`config.mk`:
```
export PLATFORM = sky130hd
export DESIGN_NAME = flappy_scheduler_flat
export DESIGN_NICKNAME = d
export VERILOG_FILES = /design/src/rtl/flappy_if.sv /design/src/rtl/flappy_scheduler.sv /design/src/flat_wrapper.sv
export SDC_FILE = /design/constraint.sdc
export NUM_CORES = 1
export LEC_CHECK = 0
export CAP_MARGIN = 0
export CORE_MARGIN = 8
export CORE_UTILIZATION = 54
export CTS_CLUSTER_DIAMETER = 120
export DETAILED_ROUTE_END_ITERATION = 12
export GPL_TIMING_DRIVEN = 0
export HOLD_SLACK_MARGIN = 0.15
export PLACE_DENSITY = 0.84
export SETUP_SLACK_MARGIN = 0.1
export SYNTH_ARGS = -nofsm -noshare
export SYNTH_HDL_FRONTEND = slang
export SYNTH_SLANG_ARGS = --single-unit
```
`constraint.sdc`:
```
create_clock -name clk -period 2.6 [get_ports clk]
set_input_delay 0.26 -clock clk [delete_from_list [all_inputs] [get_ports clk]]
set_output_delay 0.26 -clock clk [all_outputs]
set_load 0.01 [all_outputs]
```
`src/rtl/flappy_if.sv`:
```
// Handshake bundle between the game sequencer and its neighbours
// (keys, bird block, shift matrix).
interface flappy_if;
   logic       key_start;
   logic [7:0] bird_row;
   logic [7:0] col_at_bird;
   logic       start;
   logic       over;
   logic       shift_en;
   logic [7:0] pattern;
   logic [7:0] score;

   modport master (
      output key_start, bird_row, col_at_bird,
      input  start, over, shift_en, pattern, score
   );

   modport slave (
      input  key_start, bird_row, col_at_bird,
      output start, over, shift_en, pattern, score
   );
endinterface

```
`src/rtl/flappy_scheduler.sv`:
```
// Game sequencer: IDLE/PLAY/OVER flow, scroll strobe with score-driven speed,
// random pipe-column generation and bird/pipe collision detection.
module flappy_scheduler #(
   parameter int BASE_DIV     = 255,
   parameter int DIV_STEP     = 16,
   parameter int MIN_DIV      = 63,
   parameter int PIPE_SPACING = 4,
   parameter int GAP_H        = 3
) (
   input  logic     clk,
   input  logic     reset,
   flappy_if.slave  bus
);

   typedef enum logic [1:0] {
      ST_IDLE = 2'd0,
      ST_PLAY = 2'd1,
      ST_OVER = 2'd2
   } state_t;

   localparam logic [7:0] BASE_DIV_C  = 8'(BASE_DIV);
   localparam logic [7:0] MIN_DIV_C   = 8'(MIN_DIV);
   localparam logic [7:0] PIPE_LAST_C = 8'(PIPE_SPACING - 1);
   localparam logic [7:0] GAP_ONES_C  = 8'((1 << GAP_H) - 1);
   localparam logic [7:0] GAP_POS_C   = 8'(9 - GAP_H);
   localparam logic [7:0] LFSR_SEED_C = 8'hA5;

   // x^8+x^6+x^5+x^4+1; the all-zero state is unreachable from a non-zero seed
   function automatic logic [7:0] lfsr_step(input logic [7:0] v);
      return {v[6:0], v[7] ^ v[5] ^ v[4] ^ v[3]};
   endfunction

   // Speed level lowers the reload by DIV_STEP per level, floored at MIN_DIV
   function automatic logic [7:0] reload_for(input logic [5:0] level);
      logic [15:0] dec;
      dec = 16'(level) * 16'(DIV_STEP);
      if (dec + 16'(MIN_DIV) >= 16'(BASE_DIV)) begin
         return MIN_DIV_C;
      end else begin
         return 8'(16'(BASE_DIV) - dec);
      end
   endfunction

   state_t     state_q, state_d;
   logic       start_q, start_d;
   logic       over_q, over_d;
   logic       shift_en_q, shift_en_d;
   logic [7:0] pattern_q, pattern_d;
   logic [7:0] score_q, score_d;
   logic [7:0] div_cnt_q, div_cnt_d;
   logic [7:0] pipe_cnt_q, pipe_cnt_d;
   logic [7:0] lfsr_q, lfsr_d;
   logic [7:0] gap_mask_s;
   logic       hit_s;

   assign gap_mask_s = GAP_ONES_C << (lfsr_q % GAP_POS_C);
   assign hit_s      = (|(bus.col_at_bird & bus.bird_row)) | (bus.bird_row == 8'h00);

   // Next-state and next-output logic
   always_comb begin
      state_d    = state_q;
      pattern_d  = pattern_q;
      score_d    = score_q;
      div_cnt_d  = div_cnt_q;
      pipe_cnt_d = pipe_cnt_q;
      shift_en_d = 1'b0;
      lfsr_d     = lfsr_step(lfsr_q);

      case (state_q)
         ST_IDLE: begin
            if (bus.key_start) begin
               state_d    = ST_PLAY;
               score_d    = 8'h00;
               div_cnt_d  = BASE_DIV_C;
               pipe_cnt_d = PIPE_LAST_C;
            end else begin
               state_d    = ST_IDLE;
            end
         end
         ST_PLAY: begin
            // A collision wins over a strobe that is due on the same edge
            if (hit_s) begin
               state_d = ST_OVER;
            end else if (div_cnt_q == 8'h00) begin
               shift_en_d = 1'b1;
               div_cnt_d  = reload_for(score_q[7:2]);
               if (pipe_cnt_q == 8'h00) begin
                  pattern_d  = ~gap_mask_s;
                  pipe_cnt_d = PIPE_LAST_C;
               end else begin
                  pattern_d  = 8'h00;
                  pipe_cnt_d = pipe_cnt_q - 8'h01;
               end
               if ((bus.col_at_bird != 8'h00) && (score_q != 8'hFF)) begin
                  score_d = score_q + 8'h01;
               end else begin
                  score_d = score_q;
               end
            end else begin
               div_cnt_d = div_cnt_q - 8'h01;
            end
         end
         ST_OVER: begin
            if (bus.key_start) begin
               state_d = ST_IDLE;
            end else begin
               state_d = ST_OVER;
            end
         end
         default: begin
            state_d = ST_IDLE;
         end
      endcase

      start_d = (state_d != ST_IDLE);
      over_d  = (state_d == ST_OVER);
   end

   // State, counters and registered outputs
   always_ff @(posedge clk or negedge reset) begin
      if (!reset) begin
         state_q    <= ST_IDLE;
         start_q    <= 1'b0;
         over_q     <= 1'b0;
         shift_en_q <= 1'b0;
         pattern_q  <= 8'h00;
         score_q    <= 8'h00;
         div_cnt_q  <= BASE_DIV_C;
         pipe_cnt_q <= PIPE_LAST_C;
         lfsr_q     <= LFSR_SEED_C;
      end else begin
         state_q    <= state_d;
         start_q    <= start_d;
         over_q     <= over_d;
         shift_en_q <= shift_en_d;
         pattern_q  <= pattern_d;
         score_q    <= score_d;
         div_cnt_q  <= div_cnt_d;
         pipe_cnt_q <= pipe_cnt_d;
         lfsr_q     <= lfsr_d;
      end
   end

   assign bus.start    = start_q;
   assign bus.over     = over_q;
   assign bus.shift_en = shift_en_q;
   assign bus.pattern  = pattern_q;
   assign bus.score    = score_q;

endmodule

```
`src/flat_wrapper.sv`:
```
// flat-port wrapper written by rule: the top's interface ports become plain ports
module flappy_scheduler_flat 
#(
   parameter int BASE_DIV     = 255,
   parameter int DIV_STEP     = 16,
   parameter int MIN_DIV      = 63,
   parameter int PIPE_SPACING = 4,
   parameter int GAP_H        = 3
)
  (clk, reset, bus_key_start, bus_bird_row, bus_col_at_bird, bus_start, bus_over, bus_shift_en, bus_pattern, bus_score);
  flappy_if bus_i ();
  input  logic clk;
  input  logic reset;
  input wire logic [$bits(bus_i.key_start)-1:0] bus_key_start;
  input wire logic [$bits(bus_i.bird_row)-1:0] bus_bird_row;
  input wire logic [$bits(bus_i.col_at_bird)-1:0] bus_col_at_bird;
  output wire logic [$bits(bus_i.start)-1:0] bus_start;
  output wire logic [$bits(bus_i.over)-1:0] bus_over;
  output wire logic [$bits(bus_i.shift_en)-1:0] bus_shift_en;
  output wire logic [$bits(bus_i.pattern)-1:0] bus_pattern;
  output wire logic [$bits(bus_i.score)-1:0] bus_score;
  assign bus_i.key_start = bus_key_start;
  assign bus_i.bird_row = bus_bird_row;
  assign bus_i.col_at_bird = bus_col_at_bird;
  assign bus_start = bus_i.start;
  assign bus_over = bus_i.over;
  assign bus_shift_en = bus_i.shift_en;
  assign bus_pattern = bus_i.pattern;
  assign bus_score = bus_i.score;
  flappy_scheduler #(.BASE_DIV(BASE_DIV), .DIV_STEP(DIV_STEP), .MIN_DIV(MIN_DIV), .PIPE_SPACING(PIPE_SPACING), .GAP_H(GAP_H)) u_core (.clk(clk), .reset(reset), .bus(bus_i));
endmodule
```
==> run metrics, run 1 <==
status complete, no violations; CTS tree yes; Yosys top cell by area dfrtp_1; crit path kind reg -> reg; Residual DRC 0; Fin. Hold Viols 0; Final setup viols 0; post-synthesis async set-or-reset flop share 100.0%; Slew Viols, Final 0; synthesized cell area between 2000 and 3000 um2; Mean Syn Cell Area about 9.4 um2; GRT overflow 0; Pre-antenna DRT Iters 5; FF/Latch Area about 1100 um2; synth-to-layout area growth 27.46%; first-pass GRT wire length 10.78 mm; Layout Cells excl Fill 402; max-cap viol count 0; Tightest Pin Transition slightly below 0.5 ns; EDFF count, synth 0; layout cells sized above 1 17.91%; number of global-route vias before repair 2319; Final Util just over 70%; CP Capture Type register; Die Area 7388 um2; f_max 413.8 MHz; Yosys top cell area share 29.36%; Initial Utilization 55.95%; root buf cell clkbuf_8; CTS sink cnt 45; Period Utilization, post-route 92.94%; Layout Skew 0.01018 ns; Slowest Stage Delay on Critical Path 0.50 ns; Setup WS post-layout ~0.18 ns; pre-CTS setup slack -0.1302 ns; top_reg_cell synth dfrtp_1; RSZ-0062 raised after global routing no; Lkg Pwr 1.399 nW; sequential element share of the synthesized area 43.28%; Synth Instances between 200 and 300; Pwr Total 0.001929 W; reg2reg start u_core.lfsr_q[6]; HPWL Detailed around 4.7 mm; Slowest cell on crit path or4_4; # diodes 0; Yosys cell types 56; layout net count between 300 and 400; IO Count 38; worst hold-check path type reg -> reg; number of fill cells 339; syn nets around 310; Tot GR Track Use between 10% and 20%; Avg WL per Cell 16.36 um; Tmin final 2.417 ns; maximum vdd ir drop 0.3556 mV; largest cells by area after synthesis dfrtp_1, dfstp_2, xor2_1; Setup TNS Final 0 ns; # rows 25; H-tree depth 2; Routed WL 6.577 mm; worst skew pair latency 0.30 ns; Placeable Area 4723 um2; post-route ant nets 0; Clock Path Buffers 2; Critical Path AT roughly 2.6 ns; min-delay src u_core.lfsr_q[4]; GPL Wtd Cong ~0.87; Setup crit start u_core.lfsr_q[6]; CTS buffer count 5; worst-path cell chain buf_6 > or4_4 > mux2i_4 > o22ai_2 > o211ai_2 > ha_4 > nor4_2 > a21oi_1 > a22o_1; height of the die 85.96 um; chip width 85.96 um; pin count of the biggest net entering global routing 29; register bit total from synthesis 45; I/O Buffers 37; vias 2372; Multi-input gate area 1468 um2; Reg clk slew, reported paths 0.09 ns; Startpoint Class register; Via-to-Cell Ratio approximately 5.9; cell area power density 572.8 nW/um2; Starting DRT DRC Count 174; initial antenna violation count 0; CP max FO 10; Worst EP required roughly 2.8 ns; Slew HR 67.45%; placed cell count 387; Synth Warn # 0
==> metal layers <==
metal  part of all wire (%)  global-route usage, %
met4                    1.6                  7.325
met2                     51                  30.16
met5                      0                      0
met1                     42                  21.79
met3                    5.0                  2.674
==> cells in the final DEF, fill, tap and decap left out, types with 5 or more instances in the layout <==
master | Yosys | routed
dfrtp_1 | 31 | 31
o21ai_0 | 12 | 10
a21oi_1 | 14 | 13
nand3_1 | 7 | 7
o31ai_1 | 5 | 5
xnor2_1 | 6 | 6
nand4_1 | 5 | 5
nand2_1 | 27 | 26
clkbuf_1 | 7 | 6
nor3_1 | 8 | 7
dfstp_2 | 14 | 14
nor2_1 | 28 | 28
inv_1 | 9 | 8
clkdlybuf4s50_1 | 0 | 36
buf_4 | 0 | 6
and2_1 | 5 | 5
xor2_1 | 14 | 14
a22oi_1 | 5 | 5
ha_1 | 6 | 5
a31oi_1 | 7 | 7
clkbuf_8 | 0 | 5
==> stage by stage <==
stage          hold WS [ns]  area (um2)
2_1_floorplan      -0.03559        2643
3_3_place_gp         0.3645        3097
3_5_place_dp         0.2204        3112
4_1_cts              0.4017        3291
5_1_grt              0.4129        3368
6_report             0.4013        3368
==> worst max-delay path, delay by kind of cell (launching register included) <==
| family | cells | cell delay [ns] |
|---|---|---|
| AND/OR/NAND/NOR | 2 | 0.79 |
| flip-flops | 1 | 0.41 |
| buffers and inverters | 1 | 0.15 |
| AO/OA/AOI/OAI | 4 | 0.52 |
| multiplexers | 1 | 0.18 |
| adder cells (fa/ha/maj) | 1 | 0.27 |
==> cells by family (layout without fill, tap and decap cells) <==
family                   count (synthesis)  in the layout  share of synthesized area [%]
AO/OA/AOI/OAI                           66             66                          17.05
flip-flops                              45             45                          43.28
multiplexers                             3              3                          1.136
AND/OR/NAND/NOR                        121            121                          25.62
adder cells (fa/ha/maj)                  6              6                          2.841
XOR/XNOR                                20             20                          6.629
buffers and inverters                   21             74                          3.457
==> synth_stat cells (2+ instances only) <==
cell,n
nor4_1,5
xnor2_1,6
nand2_1,27
nand4b_1,2
or2_2,2
nand4_1,5
o22ai_1,4
or4_1,3
o31ai_1,5
dfstp_2,14
a21oi_1,14
nor2b_1,2
or4_4,2
nor3b_1,5
and2_1,5
buf_2,4
nor2_1,28
a31oi_1,7
o21ai_0,12
nand2b_1,4
clkbuf_1,7
a211oi_1,2
dfrtp_1,31
a22o_1,2
o41ai_1,3
xor2_1,14
mux2i_1,3
nand3b_1,4
a21oi_2,2
ha_1,6
or4b_1,2
nand3_1,7
nor3_1,8
inv_1,9
a22oi_1,5
==> layout make-up <==
| cell class | count | share of cell area, % |
|---|---|---|
| clock inverter | 3 | 2.043 |
| buffer | 12 | 1.820 |
| timing repair buffer | 45 | 13.08 |
| inverter | 9 | 1.003 |
| clock buffer | 5 | 2.043 |
| sequential | 45 | 33.95 |
| multi-input combinational | 216 | 43.57 |
| tap | 67 | 2.489 |
==> flip-flops by register name, indices dropped and copies added, names as in the netlist <==
name                 cells
u_core.bus.over          1
u_core.bus.pattern       8
u_core.bus.score         8
u_core.bus.shift_en      1
u_core.bus.start         1
u_core.div_cnt_q         8
u_core.lfsr_q            8
u_core.pipe_cnt_q        8
u_core.state_q           2
==> power by group <==
part           internal, W  switching, W  total (W)
Sequential        0.000784     0.0000665   0.000850
Clock             0.000387      0.000252   0.000639
Combinational     0.000184      0.000256   0.000440
Total              0.00135      0.000575    0.00193
==> path summary, 6_finish.rpt <==
check	depth (start not counted)	end	slack [ns]
min reg2reg	0	u_core.lfsr_q[5]	0.40
max in group asynchronous	3	u_core.div_cnt_q[7]	1.62
max	9	u_core.bus.pattern[5]	0.18
min in group asynchronous	2	u_core.pipe_cnt_q[4]	0.42
max reg2reg	9	u_core.bus.pattern[5]	0.18
min	0	u_core.lfsr_q[5]	0.40
==> what timing repair did <==
item / in CTS / in global routing
pin swaps: 1 / 7
setup endpoints to repair: 8 / 20
resized for setup: 4 / 13
hold buffers: 1 / 0
setup buffers: 1 / 5
hold endpoints to repair: 11 / 0
(Power assumes the default switching activity.)
==> run 2: changes to the inputs <==
--- a/config.mk
+++ b/config.mk
@@ -7,12 +7,12 @@
 export LEC_CHECK = 0
 export CAP_MARGIN = 0
 export CORE_MARGIN = 8
-export CORE_UTILIZATION = 54
+export CORE_UTILIZATION = 49
 export CTS_CLUSTER_DIAMETER = 120
 export DETAILED_ROUTE_END_ITERATION = 12
 export GPL_TIMING_DRIVEN = 0
 export HOLD_SLACK_MARGIN = 0.15
-export PLACE_DENSITY = 0.84
+export PLACE_DENSITY = 0.81
 export SETUP_SLACK_MARGIN = 0.1
 export SYNTH_ARGS = -nofsm -noshare
 export SYNTH_HDL_FRONTEND = slang
==> constraint.sdc (replaced) <==
create_clock -name clk -period 1.95 [get_ports clk]
set_input_delay 0.195 -clock clk [delete_from_list [all_inputs] [get_ports clk]]
set_output_delay 0.195 -clock clk [all_outputs]
set_load 0.01 [all_outputs]
==> run 2 against run 1 <==
  * The flow now finishes with violations (negative setup slack)
  * Count of clock-buffer cells in the layout is the same
  * Global-route usage rose by 0.20 points
  * Register-to-register slack worse by 0.63 ns
  * Clock power decreased by 7.4%
  * Cell area rose by 12%
  * Total power rose by 38%
  * Maximum frequency grew 0.70%
  * Non-clock buffer count rose by 21
  * Final cell count up 6.0%
  * Sequential power is 34% higher
  * Clock skew rose by 0.0048 ns
==> run metrics, run 2 (synthesis results as in run 1) <==
Period Utilization, post-route 123.1% (was 92.94%); CTS sink cnt 45 (unchanged); layout net count 380 (was 359); Starting DRT DRC Count 147 (was 174); GPL Wtd Cong 0.8353 (was 0.8704); synth-to-layout area growth 43.32% (was 27.46%); number of fill cells 318 (was 339); Setup WS post-layout -0.4498 ns (was 0.1834 ns); Final setup viols 18 (was 0); Clock Path Buffers 2 (unchanged); Slew Viols, Final 0 (unchanged); Startpoint Class register (unchanged); Routed WL 8.072 mm (was 6.577 mm); failing checks negative setup slack; number of global-route vias before repair 2392 (was 2319); Tightest Pin Transition 0.3921 ns (was 0.4882 ns); HPWL Detailed 4.597 mm (was 4.684 mm); placed instance area 3193 um2 (was 3112 um2); layout cells sized above 1 33.99% (was 17.91%); f_max 416.7 MHz (was 413.8 MHz); vias 2599 (was 2372); pin count of the biggest net entering global routing 40 (was 29); post-route ant nets 0 (unchanged); cell area power density 705.2 nW/um2 (was 572.8 nW/um2); Slew HR 73.77% (was 67.45%); Setup TNS Final -3.327 ns (was 0 ns); Residual DRC 0 (unchanged); CTS tree yes (unchanged); status finished with violations (was complete, no violations); RSZ-0062 raised after global routing yes (was no); Die Area 7999 um2 (was 7388 um2); Tmin final 2.400 ns (was 2.417 ns); Pre-antenna DRT Iters 5 (unchanged); Critical Path AT 2.61 ns (was 2.62 ns); Layout Skew 0.01496 ns (was 0.01018 ns); CP Capture Type register (unchanged); max-cap viol count 0 (unchanged); Initial Utilization 51.09% (was 55.95%); IO Count 38 (unchanged); Placeable Area 5172 um2 (was 4723 um2); Via-to-Cell Ratio 6.101 (was 5.900); crit path kind reg -> reg (unchanged); maximum vdd ir drop 0.4060 mV (was 0.3556 mV); Tot GR Track Use 17.95% (was 17.76%); worst hold-check path type in -> async (was reg -> reg); chip width 89.44 um (was 85.96 um); most common cell after layout, fill and taps aside dfrtp_1 (was clkdlybuf4s50_1); root buf cell clkbuf_8 (unchanged); Lkg Pwr 1.561 nW (was 1.399 nW); # diodes 0 (unchanged); Avg WL per Cell 18.95 um (was 16.36 um); first-pass GRT wire length 11.33 mm (was 10.78 mm); CP max FO 9 (was 10); I/O Buffers 37 (unchanged); most frequent cells in the layout dfrtp_1, buf_4, nand2_1 (was clkdlybuf4s50_1, dfrtp_1, nor2_1); Final Cell Area 3787 um2 (was 3368 um2); CTS buffer count 5 (unchanged); Fin. Hold Viols 0 (unchanged); worst skew pair latency 0.31 ns (was 0.30 ns); height of the die 89.44 um (was 85.96 um); Worst EP required 2.16 ns (was 2.80 ns); H-tree depth 2 (unchanged); initial antenna violation count 0 (unchanged); Reg clk slew, reported paths 0.10 ns (was 0.09 ns); # rows 26 (was 25); GRT overflow 0 (unchanged)
run 2: cell types whose count changed in the layout (fill, tap and decap cells not counted), sizes merged:
cell	before	now
buf	12	36
clkdlybuf4s50	36	22
dlygate4sd2	0	14
clkbuf	13	10
clkinvlp	0	3
bufinv	2	0
inv	10	9
run 2: worst max-delay path, cell delays in order, from the launching register on:
cell and delay, ns:
dfstp_2 0.58, buf_6 0.15, inv_2 0.09, nor3b_2 0.23
o31ai_1 0.14, o211ai_2 0.25, ha_4 0.26, nor4_1 0.33
a21oi_1 0.08, a22o_1 0.20
run 2: what timing repair did:
action,CTS,global route
endpoints found under the setup margin,35,31
gates resized for setup,59,31
hold endpoints to repair,34,0
setup buffers,21,6
pin swaps,30,13
hold buffers,1,0
run 2: path summary, 6_finish.rpt:
check                            startpoint               endpoint  slack (ns)  cells past startpoint
setup reg to reg           u_core.lfsr_q[2]  u_core.bus.pattern[5]       -0.45                      9
max in group asynchronous             reset       u_core.lfsr_q[5]        1.17                      3
setup / recovery           u_core.lfsr_q[2]  u_core.bus.pattern[5]       -0.45                      9
min in group clk           u_core.lfsr_q[4]       u_core.lfsr_q[5]        0.40                      0
hold / removal                        reset    u_core.bus.score[6]        0.26                      2
hold reg to reg            u_core.lfsr_q[4]       u_core.lfsr_q[5]        0.40                      0
run 2: layer usage:
layer | vias up | global-route usage, % | routed length, um
met4 | 0 | 6.193 | 128
met2 | 118 | 30.64 | 3947
li1 | 1176 | - | -
met5 | - | 0 | 0
met3 | 16 | 3.768 | 625
met1 | 1289 | 21.80 | 3370
run 2: power by group:
group	total (W)	internal [W]	switching, W
clock network	0.000592	0.000252	0.000340
registers	0.00114	0.00104	0.0000950
logic	0.000940	0.000438	0.000502
total	0.00267	0.00173	0.000937
run 2: layout make-up:
| cell class | count | area [um2] | share of cell area, % |
|---|---|---|---|
| Clock buffer | 5 | 68.82 | 1.817 |
| Multi-Input combinational cell | 216 | 1735 | 45.82 |
| Tap cell | 70 | 87.58 | 2.313 |
| Buffer | 12 | 96.34 | 2.544 |
| Clock inverter | 3 | 22.52 | 0.5946 |
| Sequential cell | 45 | 1145 | 30.23 |
| Inverter | 9 | 36.28 | 0.9580 |
| Timing Repair Buffer | 66 | 595.6 | 15.73 |
run 2: per-stage QoR:
| stage | hold WS, ns | setup slack (ns) | util, % | total power [W] | instances |
|---|---|---|---|---|---|
| floorplan | -0.1006 | -0.2766 | - | 0.001502 | 282 |
| global placement | 0.3590 | -0.6562 | 61.44 | 0.001731 | 389 |
| detailed placement | 0.05061 | -0.7227 | 61.73 | 0.001750 | 390 |
| CTS | 0.2625 | -0.4128 | 69.74 | 0.002539 | 420 |
| global route | 0.2838 | -0.5323 | 73.22 | 0.002774 | 426 |
| finish | 0.2589 | -0.4498 | 73.22 | 0.002671 | 426 |
